--- config.mk ---
export PLATFORM = sky130hd
export DESIGN_NAME = uart_rx_fifo
export DESIGN_NICKNAME = d
export VERILOG_FILES = /design/src/rtl/uart_rx_fifo.sv
export SDC_FILE = /design/constraint.sdc
export NUM_CORES = 1
export LEC_CHECK = 0
export ABC_AREA = 1
export CAP_MARGIN = 10
export CORE_MARGIN = 2
export CORE_UTILIZATION = 35
export DETAILED_ROUTE_END_ITERATION = 16
export PLACE_DENSITY = 0.49
export RECOVER_POWER = 100
export SKIP_CTS_REPAIR_TIMING = 1
export SLEW_MARGIN = 20
export SYNTH_ARGS = -nofsm -noshare
export SYNTH_HDL_FRONTEND = slang
export SYNTH_SLANG_ARGS = --single-unit
--- constraint.sdc ---
create_clock -name clk -period 2.2 [get_ports clk]
set_input_delay 0.33 -clock clk [delete_from_list [all_inputs] [get_ports clk]]
set_output_delay 0.33 -clock clk [all_outputs]
set_load 0.02 [all_outputs]
--- src/rtl/uart_rx_fifo.sv ---
// Receive-side byte buffer: turns each rx_done level into one write and
// holds the bytes in a first-word-fall-through FIFO with a sticky overflow flag.
module uart_rx_fifo #(
    parameter int DATA_WIDTH = 8,
    parameter int DEPTH      = 16
) (
    input  logic                       clk,
    input  logic                       resetn,
    input  logic                       rx_done,
    input  logic [DATA_WIDTH-1:0]      rx_data,
    output logic [DATA_WIDTH-1:0]      m_data,
    output logic                       m_valid,
    input  logic                       m_ready,
    output logic [$clog2(DEPTH):0]     count,
    output logic                       full,
    output logic                       empty,
    output logic                       overflow,
    input  logic                       overflow_clr
);
    localparam int AW = $clog2(DEPTH);
    localparam int CW = AW + 1;
    localparam logic [CW-1:0] FULL_COUNT = CW'(DEPTH);

    // Read port handshake: a byte transfers on every rising edge where
    // m_valid and m_ready are both high; m_data holds while m_valid is high
    // and m_ready is low, and is meaningless while m_valid is low.

    logic [DATA_WIDTH-1:0] mem [DEPTH];
    logic [AW-1:0]         wr_ptr;
    logic [AW-1:0]         rd_ptr;
    logic [CW-1:0]         count_q;
    logic                  done_q;
    logic                  overflow_q;

    logic push;
    logic pop;
    logic accept;
    logic drop;

    assign empty    = (count_q == '0);
    assign full     = (count_q == FULL_COUNT);
    assign count    = count_q;
    assign m_valid  = ~empty;
    assign m_data   = mem[rd_ptr];
    assign overflow = overflow_q;

    assign push   = rx_done & ~done_q;
    assign pop    = m_valid & m_ready;
    // A pop in the same cycle frees the slot the full-FIFO push needs.
    assign accept = push & (~full | pop);
    assign drop   = push & full & ~pop;

    always_ff @(posedge clk) begin
        if (!resetn) begin
            done_q     <= 1'b1;
            wr_ptr     <= '0;
            rd_ptr     <= '0;
            count_q    <= '0;
            overflow_q <= 1'b0;
        end else begin
            done_q <= rx_done;
            if (accept) begin
                wr_ptr <= wr_ptr + AW'(1);
            end
            if (pop) begin
                rd_ptr <= rd_ptr + AW'(1);
            end
            if (accept && !pop) begin
                count_q <= count_q + CW'(1);
            end else if (pop && !accept) begin
                count_q <= count_q - CW'(1);
            end
            if (drop) begin
                overflow_q <= 1'b1;
            end else if (overflow_clr) begin
                overflow_q <= 1'b0;
            end
        end
    end

    // Storage carries no reset so it can map onto distributed RAM.
    always_ff @(posedge clk) begin
        if (accept) begin
            mem[wr_ptr] <= rx_data;
        end
    end
endmodule

==> Implementation_results.wiki, run 1 <==
{| class="wikitable"
! Metric !! Value
|-
| Synth warn || 0
|-
| CP Capture Type || primary output
|-
| Most frequent CP cell || nand3_1
|-
| Clock tree from TritonCTS || yes
|-
| Detailed Routing Iterations Pass 1 || 5
|-
| Clock latency of the later-clocked register in the worst-skew pair || 420 ps
|-
| Area growth syn-to-layout || 22.88%
|-
| Max_slew headroom || 52.48%
|-
| Number of global-route vias before repair || 4142
|-
| Tot Pwr || 8.495 mW
|-
| Worst R2R Start || count[0]$_SDFFE_PN0P_
|-
| Hold Path Class || flip-flop to flip-flop
|-
| Cell-by-cell trace of the critical path || inv_4, clkbuf_16, nand2_1, nand3_1, nand3_1, nand3_1, nand2_1, buf_4
|-
| GRT Residual Overflow || 0
|-
| Power Internal || 5.781 mW
|-
| Flip-flop and latch count after synthesis || 147
|-
| Share of post-route cells with drive strength above 1 || 13.78%
|-
| Share of total power in combinational logic || 30.2%
|-
| Instance count on the critical path || 8
|-
| Die Width || 137.9 µm
|-
| Least-Margin Pin Slew || 710.4 ps
|-
| Number of standard-cell rows in the floorplan || 48
|-
| Clock buffer count from CTS || 17
|-
| Worst reg2reg path endpoint || count[4]$_SDFFE_PN0P_
|-
| Count of input and output buffers || 29
|-
| Number of primary I/O pins || 30
|-
| CTS H-tree depth || 4
|-
| Capturing element of the worst setup path || m_data[1]
|-
| Average cell area after synthesis || 10.53 µm²
|-
| Die outline height || 137.9 µm
|-
| Final routed wire length divided by cell count || 16.37 µm
|-
| Wire length of the first global-routing pass || 22900 µm
|-
| Arrival time of data at the critical path endpoint || 1800 ps
|-
| NumNets Final || 692
|-
| Dpl cells || 867
|-
| Via-to-Cell Ratio || 4.771
|-
| Clock-pin slew of the registers on the worst-case setup and hold paths || 50 ps
|-
| Reg power frac || 37.9%
|-
| Worst hold margin || 462.7 ps
|-
| TritonCTS sink count || 147
|-
| Met2 layer usage reported by global route || 26.49%
|-
| Total nets after synthesis || 619
|-
| Leakage || 3.072 nW
|-
| Number of hold violations in the final report || 0
|-
| Biggest cell delay along the critical path || 450 ps
|-
| Maximum Capacitance Violations || 0
|-
| Final core utilization || 44.26%
|-
| Total routing usage reported by global routing || 16.45%
|-
| Area taken by flip-flops and latches || 4228 µm²
|-
| Setup Viol. Count Final || 0
|-
| Upper clock frequency limit || 0.4701 GHz
|-
| Layer with the highest usage after global routing || met2
|-
| Status || complete, no violations
|-
| Switching component of the power || 2.714 mW
|-
| Final antenna diode count || 0
|-
| Total die area || 19010 µm²
|-
| Maximum number of pins on one net before global-route repair || 31
|-
| Power share of the clock group || 31.9%
|-
| Max-slew violation total from the final report || 0
|-
| Initial cell density of the core || 36.02%
|-
| Filler-free cell count of the finished design || 907
|-
| Clock tree root buffer cell || clkbuf_16
|-
| Number of library cell types mapped by synthesis || 27
|-
| Placeable Area || 17420 µm²
|-
| Setup slack of the worst register-to-register path || 170 ps
|-
| Minimum clock period || 2127 ps
|-
| First-iteration detailed-routing DRC count || 331
|-
| Fill cell instance count of the final layout || 1625
|-
| Total area of multi-input combinational cells || 1753 µm²
|-
| Total Wirelength || 14850 µm
|-
| Number of antenna violations at the first check in global routing || 0
|-
| Cell at the slowest stage of the critical path || dfxtp_4
|-
| Required time of the critical path || 1870 ps
|-
| Syn Std Cell Area || 6274 µm²
|-
| Type of the worst setup path || flip-flop to primary output
|-
| Largest delay share family, worst path || simple AND/OR/NAND/NOR gates
|-
| Maximum fanout count along the critical path || 15
|-
| Routed vias || 4327
|-
| Detailed placement HPWL || 9534 µm
|-
| Met3 Track Usage GR || 3.911%
|-
| Buf+Inv Stages, Crit Path || 3
|-
| Cell Pwr Density || 1102 nW/µm²
|-
| Switching share of power || 31.94%
|-
| Count of antenna-violating nets left after detailed routing || 0
|-
| Setup repair after global routing missed its margin || true
|-
| Crit path launch type || flip-flop
|-
| Worst Reg-to-Reg Cells || 13
|-
| Post-synthesis sequential area ratio || 67.33%
|-
| Final period util || 96.68%
|-
| Gate Count Post-Synth || 596
|-
| Residual DRC || 0
|-
| GR Util met1 || 21.74%
|-
| Setup Total Neg Slack || 0 ps
|-
| Max IR drop VDD || 0.5781 mV
|-
| Final GP Congestion || 0.7525
|-
| Max Clock Skew || 6.806 ps
|-
| Maximum buffer depth of the clock tree || 2
|}
-- worst min path at each step --
stage | from | to | cells after the start
after CTS | resetn | done_q$_SDFF_PN1_ | 2
after floorplan | resetn | done_q$_SDFF_PN1_ | 1
final | overflow$_SDFFE_PN0P_ | overflow$_SDFFE_PN0P_ | 2
after global routing | overflow$_SDFFE_PN0P_ | overflow$_SDFFE_PN0P_ | 2
after detailed placement | overflow$_SDFFE_PN0P_ | overflow$_SDFFE_PN0P_ | 2
after global placement | overflow$_SDFFE_PN0P_ | overflow$_SDFFE_PN0P_ | 2
-- flip-flops by register name (all words and copies together), names as in the netlist, named ones only --
name and flops:
rd_ptr 4, mem 128, wr_ptr 4, done_q 1, count 5, overflow 1
-- power by group through the flow --
stage	combinational, mW	sequential [mW]	clock [mW]
finish	2.57	3.22	2.71
global route	2.85	3.23	2.89
CTS	2.58	3.20	2.77
detailed placement	2.57	3.25	0
global placement	2.54	3.25	0
floorplan	1.46	3.29	0
-- worst min-delay path, stage by stage, from the launching register on --
cell and delay, ps:
dfxtp_1 300, nand2_1 60, a21oi_1 50
-- final cells by class --
type	count	share of cell area (%)
sequential	147	54.84
multi-input combinational	377	22.74
timing repair buffer	78	9.203
clock buffer	20	5.665
tap	225	3.652
inverter	48	2.418
clock inverter	12	1.477
-- stage by stage --
step                      cell area [µm²]  worst slack [ps]
after CTS                            7666            -453.1
after global placement               7116            -193.3
after floorplan                      6279             28.24
final                                7709             72.98
after global routing                 7709            -15.23
after detailed placement             7116            -231.2
-- cell usage in the layout, fill, tap and decap left out, drive strengths merged, types with 2 or more instances in the layout --
| cell type | n |
|---|---|
| a21oi | 8 |
| buf | 32 |
| bufinv | 2 |
| clkbuf | 46 |
| clkdlybuf4s50 | 4 |
| clkinv | 7 |
| clkinvlp | 3 |
| dfxtp | 19 |
| dlygate4sd3 | 16 |
| edfxtp | 128 |
| ha | 9 |
| inv | 48 |
| nand2 | 168 |
| nand3 | 65 |
| nand4 | 2 |
| nor2 | 81 |
| o211ai | 10 |
| o21ai | 27 |
| xor2 | 3 |
-- cells by family (layout without fill, tap and decap cells) --
kind of cell,count (synthesis),count (layout),synth area share [%]
buf+inv,72,158,4.966
fa+ha+maj,10,10,2.114
xor+xnor,4,4,0.5585
flops,147,147,67.33
compound gates,45,45,3.989
simple gates,318,318,21.04
-- cell usage after synthesis (all sizes together) --
cell	number	area (µm²)
nand3	65	330.3
edfxtp	128	3844
dfxtp	19	380.4
ha	9	112.6
fa	1	20.02
xor2	3	26.28
nand4	2	18.77
buf	16	101.3
o21ai	27	135.1
inv	48	180.2
nand2	168	650.6
nand3b	1	7.510
a21oi	8	40.04
xnor2	1	8.760
nor2	81	306.6
or2	1	6.260
o211ai	10	75.07
clkbuf	8	30.03
-- routing by layer --
| metal | vias to the layer above | part of all wire, % |
|---|---|---|
| li1 | 2140 | - |
| met1 | 2079 | 48 |
| met2 | 94 | 48 |
| met3 | 14 | 3.1 |
| met4 | 0 | 1.4 |
| met5 | - | 0 |
Note: power is estimated with default switching activity, not from simulation.
==> run 2: changes to the inputs <==
--- a/config.mk
+++ b/config.mk
@@ -8,9 +8,9 @@
 export ABC_AREA = 1
 export CAP_MARGIN = 10
 export CORE_MARGIN = 2
-export CORE_UTILIZATION = 35
+export CORE_UTILIZATION = 50
 export DETAILED_ROUTE_END_ITERATION = 16
-export PLACE_DENSITY = 0.49
+export PLACE_DENSITY = 0.67
 export RECOVER_POWER = 100
 export SKIP_CTS_REPAIR_TIMING = 1
 export SLEW_MARGIN = 20
==> Implementation_results.wiki, run 2 (synthesis results as in run 1) <==
{| class="wikitable"
! Metric !! Value
|-
| Maximum number of pins on one net before global-route repair || 39 (+26%)
|-
| GRT Residual Overflow || 0 (unchanged)
|-
| Area growth syn-to-layout || 19.94%
|-
| Worst R2R Start || count[2]$_SDFFE_PN0P_
|-
| Total Wirelength || 13980 µm (-5.8%)
|-
| Total die area || 13460 µm² (-29%)
|-
| Register bank with the most flops || mem
|-
| Upper clock frequency limit || 0.4787 GHz (+1.8%)
|-
| Initial cell density of the core || 51.80% (+16 points)
|-
| Max_slew headroom || 54.29% (+1.8 points)
|-
| Tot Pwr || 8.430 mW (-0.76%)
|-
| Worst reg2reg path endpoint || count[4]$_SDFFE_PN0P_
|-
| Wire length of the first global-routing pass || 21710 µm (-5.2%)
|-
| Largest register FFs || 128 (unchanged)
|-
| Total area of multi-input combinational cells || 1743 µm² (-0.57%)
|-
| Setup slack of the worst register-to-register path || 170 ps (about the same)
|-
| Clock buffer count from CTS || 17 (unchanged)
|-
| Setup repair after global routing missed its margin || false
|-
| Most common cell after layout, fill and taps aside || nand2_1
|-
| Worst Reg-to-Reg Cells || 13 (unchanged)
|-
| Minimum clock period || 2089 ps (-38.17 ps)
|-
| Type of the worst setup path || flip-flop to primary output
|-
| Arrival time of data at the critical path endpoint || 1760 ps (-40 ps)
|-
| Routed vias || 4363 (+0.83%)
|-
| Max IR drop VDD || 0.6502 mV (+12%)
|-
| Setup Viol. Count Final || 0 (unchanged)
|-
| Cell Pwr Density || 1120 nW/µm² (+1.7%)
|-
| Final GP Congestion || 0.8041 (+6.9%)
|-
| TritonCTS sink count || 147 (unchanged)
|-
| Total routing usage reported by global routing || 22.13% (+5.7 points)
|-
| Worst hold margin || 478.0 ps (+15.25 ps)
|-
| Max Clock Skew || 8.416 ps (+1.610 ps)
|-
| Final period util || 94.95% (-1.7 points)
|-
| Final antenna diode count || 0 (unchanged)
|-
| First-iteration detailed-routing DRC count || 359 (+8.5%)
|-
| Clock latency of the later-clocked register in the worst-skew pair || 410 ps (about the same)
|-
| Via-to-Cell Ratio || 5.194 (+8.9%)
|-
| Number of primary I/O pins || 30 (unchanged)
|-
| Maximum fanout count along the critical path || 38 (+23)
|-
| Leakage || 2.961 nW (-3.6%)
|-
| Clock-pin slew of the registers on the worst-case setup and hold paths || 60 ps (about the same)
|-
| CP Capture Type || primary output
|-
| Crit path launch type || flip-flop
|-
| Required time of the critical path || 1870 ps (about the same)
|-
| Least-Margin Pin Slew || 683.4 ps (-27.05 ps)
|-
| Filler-free cell count of the finished design || 840 (-7.4%)
|-
| NumNets Final || 683 (-1.3%)
|-
| Number of hold violations in the final report || 0 (unchanged)
|-
| Status || complete, no violations
|-
| Hold Path Class || flip-flop to flip-flop
|-
| Maximum Capacitance Violations || 0 (unchanged)
|-
| Share of post-route cells with drive strength above 1 || 10.86% (-2.9 points)
|-
| Die outline height || 116.0 µm (-16%)
|-
| Residual DRC || 0 (unchanged)
|-
| Die Width || 116.0 µm (-16%)
|-
| Count of input and output buffers || 29 (unchanged)
|-
| Place WS || -242.2 ps (-11.01 ps)
|-
| CTS H-tree depth || 4 (unchanged)
|-
| Final routed wire length divided by cell count || 16.64 µm (+1.7%)
|-
| DP Area || 7009 µm² (-1.5%)
|-
| Capturing element of the worst setup path || m_data[0]
|-
| Dpl cells || 807 (-6.9%)
|-
| Number of antenna violations at the first check in global routing || 0 (unchanged)
|-
| Area taken by flip-flops and latches || 4229 µm² (about the same)
|-
| Max-slew violation total from the final report || 0 (unchanged)
|-
| Final Worst Setup Slack || 111.1 ps (+38.17 ps)
|-
| Number of standard-cell rows in the floorplan || 40 (-17%)
|-
| Detailed Routing Iterations Pass 1 || 7 (+2)
|-
| Finished layout cell area || 7525 µm² (-2.4%)
|-
| Maximum buffer depth of the clock tree || 2 (unchanged)
|-
| Commonest non-fill, non-tap cells in the layout || nand2_1 (166), edfxtp_1 (128), nor2_1 (78), nand3_1 (63), inv_1 (43)
|-
| Detailed placement HPWL || 8754 µm (-8.2%)
|-
| Count of antenna-violating nets left after detailed routing || 0 (unchanged)
|-
| Placeable Area || 12110 µm² (-30%)
|-
| Number of global-route vias before repair || 4230 (+2.1%)
|-
| Clock tree root buffer cell || clkbuf_16
|-
| Clock tree from TritonCTS || yes
|-
| Fill cell instance count of the final layout || 1006 (-38%)
|}
[run 2: cell count changes in the layout (fill, tap and decap cells not counted), sizes merged]
| cell | before | now |
|---|---|---|
| buf | 32 | 19 |
| clkbuf | 46 | 48 |
| bufinv | 2 | 3 |
| clkdlybuf4s50 | 4 | 5 |
| clkinvlp | 3 | 4 |
| dlygate4sd3 | 16 | 15 |
| inv | 48 | 47 |
[run 2: power by group]
group          switching, mW  internal, mW
sequential            0.0949          3.12
combinational           1.49         0.913
clock                   1.06          1.75
total                   2.65          5.78
[run 2: through the flow]
stage	utilization [%]	TNS [ps]
5_1_grt	62.13	0
3_3_place_gp	57.87	-350.3
4_1_cts	62.59	-2848
2_1_floorplan	-	0
6_report	62.13	0
3_5_place_dp	57.87	-616.2
[run 2: final cells by class]
cell class                      count  area share [%]
Sequential cell                   147           56.20
Multi-Input combinational cell    377           23.16
Timing Repair Buffer               69           7.765
Clock buffer                       18           5.703
Tap cell                          168           2.793
Inverter                           48           2.478
Clock inverter                     13           1.896
[run 2: how the worst min path moves through the flow]
stage,start,to,cells after the start
global route,overflow$_SDFFE_PN0P_,overflow$_SDFFE_PN0P_,2
detailed placement,overflow$_SDFFE_PN0P_,overflow$_SDFFE_PN0P_,2
finish,overflow$_SDFFE_PN0P_,overflow$_SDFFE_PN0P_,2
global placement,overflow$_SDFFE_PN0P_,overflow$_SDFFE_PN0P_,2
floorplan,resetn,done_q$_SDFF_PN1_,1
CTS,overflow$_SDFFE_PN0P_,overflow$_SDFFE_PN0P_,2
[run 2: worst max-delay path, cell delays in order (launching register included)]
cell      delay (ps)
dfxtp_4          410
buf_12           210
nor2_1            70
nor2_1            70
o21ai_0           80
nand3_1          100
nand3_1          110
nand2_1          110
clkbuf_2         180
[run 2: metal layers]
| metal | wire length (µm) | GRT usage [%] | vias up |
|---|---|---|---|
| li1 | - | - | 2129 |
| met1 | 5973 | 28.95 | 2079 |
| met2 | 6916 | 35.87 | 139 |
| met3 | 843 | 4.864 | 16 |
| met4 | 246 | 9.683 | 0 |
| met5 | 0 | 0 | - |
==> run 3: changes to the inputs <==
--- a/config.mk
+++ b/config.mk
@@ -8,9 +8,9 @@
 export ABC_AREA = 1
 export CAP_MARGIN = 10
 export CORE_MARGIN = 2
-export CORE_UTILIZATION = 50
+export CORE_UTILIZATION = 45
 export DETAILED_ROUTE_END_ITERATION = 16
-export PLACE_DENSITY = 0.67
+export PLACE_DENSITY = 0.61
 export RECOVER_POWER = 100
 export SKIP_CTS_REPAIR_TIMING = 1
 export SLEW_MARGIN = 20
==> Implementation_results.wiki, run 3 (synthesis results as in run 1) <==
{| class="wikitable"
! Metric !! Value
|-
| Die Width || 122.1 µm (+5.2%)
|-
| Number of standard-cell rows in the floorplan || 43 (+7.5%)
|-
| Cell at the slowest stage of the critical path || dfxtp_4
|-
| Clock latency of the later-clocked register in the worst-skew pair || 420 ps (about the same)
|-
| Final antenna diode count || 0 (unchanged)
|-
| Routed vias || 4360 (-0.069%)
|-
| Type of the worst setup path || flip-flop to primary output
|-
| Cell-by-cell trace of the critical path || inv_4, buf_12, nand2_1, nand2_1, nand2_1, nand3_1, nand3_1, nand2_1, clkbuf_2
|-
| Total routing usage reported by global routing || 20.86% (-1.3 points)
|-
| Dpl cells || 822 (+1.9%)
|-
| Clock tree root buffer cell || clkbuf_16
|-
| Biggest cell delay along the critical path || 380 ps (-30 ps)
|-
| Commonest non-fill, non-tap cells in the layout || nand2_1 (166), edfxtp_1 (128), nor2_1 (78), nand3_1 (64), inv_1 (43)
|-
| Arrival time of data at the critical path endpoint || 1760 ps (about the same)
|-
| Residual DRC || 0 (unchanged)
|-
| Max IR drop VDD || 0.6717 mV (+3.3%)
|-
| Largest register FFs || 128 (unchanged)
|-
| Max Clock Skew || 7.102 ps (-1.315 ps)
|-
| Status || complete, no violations
|-
| Minimum clock period || 2090 ps (+1.375 ps)
|-
| NumNets Final || 687 (+0.59%)
|-
| Setup repair after global routing missed its margin || false
|-
| CTS H-tree depth || 4 (unchanged)
|-
| Detailed Routing Iterations Pass 1 || 5 (-2)
|-
| Die outline height || 122.1 µm (+5.2%)
|-
| Filler-free cell count of the finished design || 856 (+1.9%)
|-
| Required time of the critical path || 1870 ps (about the same)
|-
| Clock-pin slew of the registers on the worst-case setup and hold paths || 60 ps (about the same)
|-
| TritonCTS sink count || 147 (unchanged)
|-
| Clock tree from TritonCTS || yes
|-
| Clock buffer count from CTS || 17 (unchanged)
|-
| Share of post-route cells with drive strength above 1 || 11.69% (+0.82 points)
|-
| Max_slew headroom || 41.20% (-13 points)
|-
| Number of hold violations in the final report || 0 (unchanged)
|-
| Most frequent CP cell || nand2_1
|-
| Upper clock frequency limit || 0.4784 GHz (about the same)
|-
| Final period util || 95.01% (about the same)
|-
| Wire length of the first global-routing pass || 22910 µm (+5.5%)
|-
| DP Area || 7034 µm² (+0.36%)
|-
| Fill cell instance count of the final layout || 1245 (+24%)
|-
| Detailed placement HPWL || 9190 µm (+5.0%)
|-
| Most common cell after layout, fill and taps aside || nand2_1
|-
| Number of primary I/O pins || 30 (unchanged)
|-
| Maximum number of pins on one net before global-route repair || 46 (+18%)
|-
| Least-Margin Pin Slew || 882.1 ps (+198.7 ps)
|-
| Final routed wire length divided by cell count || 16.53 µm (-0.65%)
|-
| First-iteration detailed-routing DRC count || 338 (-5.8%)
|-
| Maximum buffer depth of the clock tree || 2 (unchanged)
|-
| Number of antenna violations at the first check in global routing || 0 (unchanged)
|-
| Final GP Congestion || 0.8622 (+7.2%)
|-
| Leakage || 2.974 nW (+0.42%)
|-
| GRT Residual Overflow || 0 (unchanged)
|-
| Register bank with the most flops || mem
|-
| Number of global-route vias before repair || 4437 (+4.9%)
|-
| Placeable Area || 13770 µm² (+14%)
|-
| Max-slew violation total from the final report || 0 (unchanged)
|-
| Maximum fanout count along the critical path || 26 (-32%)
|-
| Finished layout cell area || 7506 µm² (-0.25%)
|-
| Cell Pwr Density || 1096 nW/µm² (-2.1%)
|-
| Via-to-Cell Ratio || 5.093 (-1.9%)
|-
| Total Wirelength || 14150 µm (+1.2%)
|-
| CP Capture Type || primary output
|-
| Setup Viol. Count Final || 0 (unchanged)
|-
| Count of input and output buffers || 29 (unchanged)
|-
| Count of antenna-violating nets left after detailed routing || 0 (unchanged)
|-
| Crit path launch type || flip-flop
|-
| Total die area || 14900 µm² (+11%)
|-
| Initial cell density of the core || 45.55% (-6.2 points)
|-
| Area growth syn-to-layout || 19.65%
|-
| Maximum Capacitance Violations || 0 (unchanged)
|-
| Setup Total Neg Slack || 0 ps (unchanged)
|-
| Hold Path Class || flip-flop to flip-flop
|}
-- run 3: report_power, final --
part	switching [mW]	leakage, nW	internal (mW)
logic	1.45	1.40	0.891
registers	0.0948	1.31	3.12
clock network	1.05	0.270	1.63
total	2.59	2.97	5.64
-- run 3: final timing paths --
check / slack, ps / depth (start not counted) / start / end
setup / recovery: 110 / 9 / flip-flop / m_data[2]
hold / removal: 470 / 2 / overflow$_SDFFE_PN0P_ / overflow$_SDFFE_PN0P_
setup reg to reg: 110 / 13 / count[3]$_SDFFE_PN0P_ / count[4]$_SDFFE_PN0P_
hold reg to reg: 470 / 2 / overflow$_SDFFE_PN0P_ / overflow$_SDFFE_PN0P_
-- run 3: critical path, delay by kind of cell, from the launching register on --
family	cells	cell delay [ps]
and+or+nand+nor	6	520
DFF	1	380
buffers and inverters	3	440
-- run 3: cell type report --
class | instances | area, µm² | area share (%)
multi-input cells | 377 | 1743 | 23.22
clock buffers | 17 | 425.4 | 5.668
clock inverters | 14 | 120.1 | 1.600
flip-flops and latches | 147 | 4228 | 56.33
well taps | 180 | 225.2 | 3.000
repair buffers | 73 | 578.1 | 7.701
inverters | 48 | 186.4 | 2.484
-- run 3: per-stage QoR --
stage               hold slack (ps)  utilization (%)  power [mW]  setup WS [ps]
floorplan                     398.8                -       4.749          28.24
global placement              459.4            51.07       5.652         -160.1
detailed placement            469.9            51.07       5.683         -275.7
CTS                           464.3            55.03       8.379         -387.9
global route                  501.2            54.50       8.679          2.576
finish                        472.6            54.50       8.228          109.8
-- run 3: routing by layer --
layer	wire, µm	vias to the layer above	track usage [%]
met5	0	-	0
met4	278	0	8.405
met3	785	22	5.571
met2	6849	130	32.75
met1	6239	2070	27.66
li1	-	2138	-
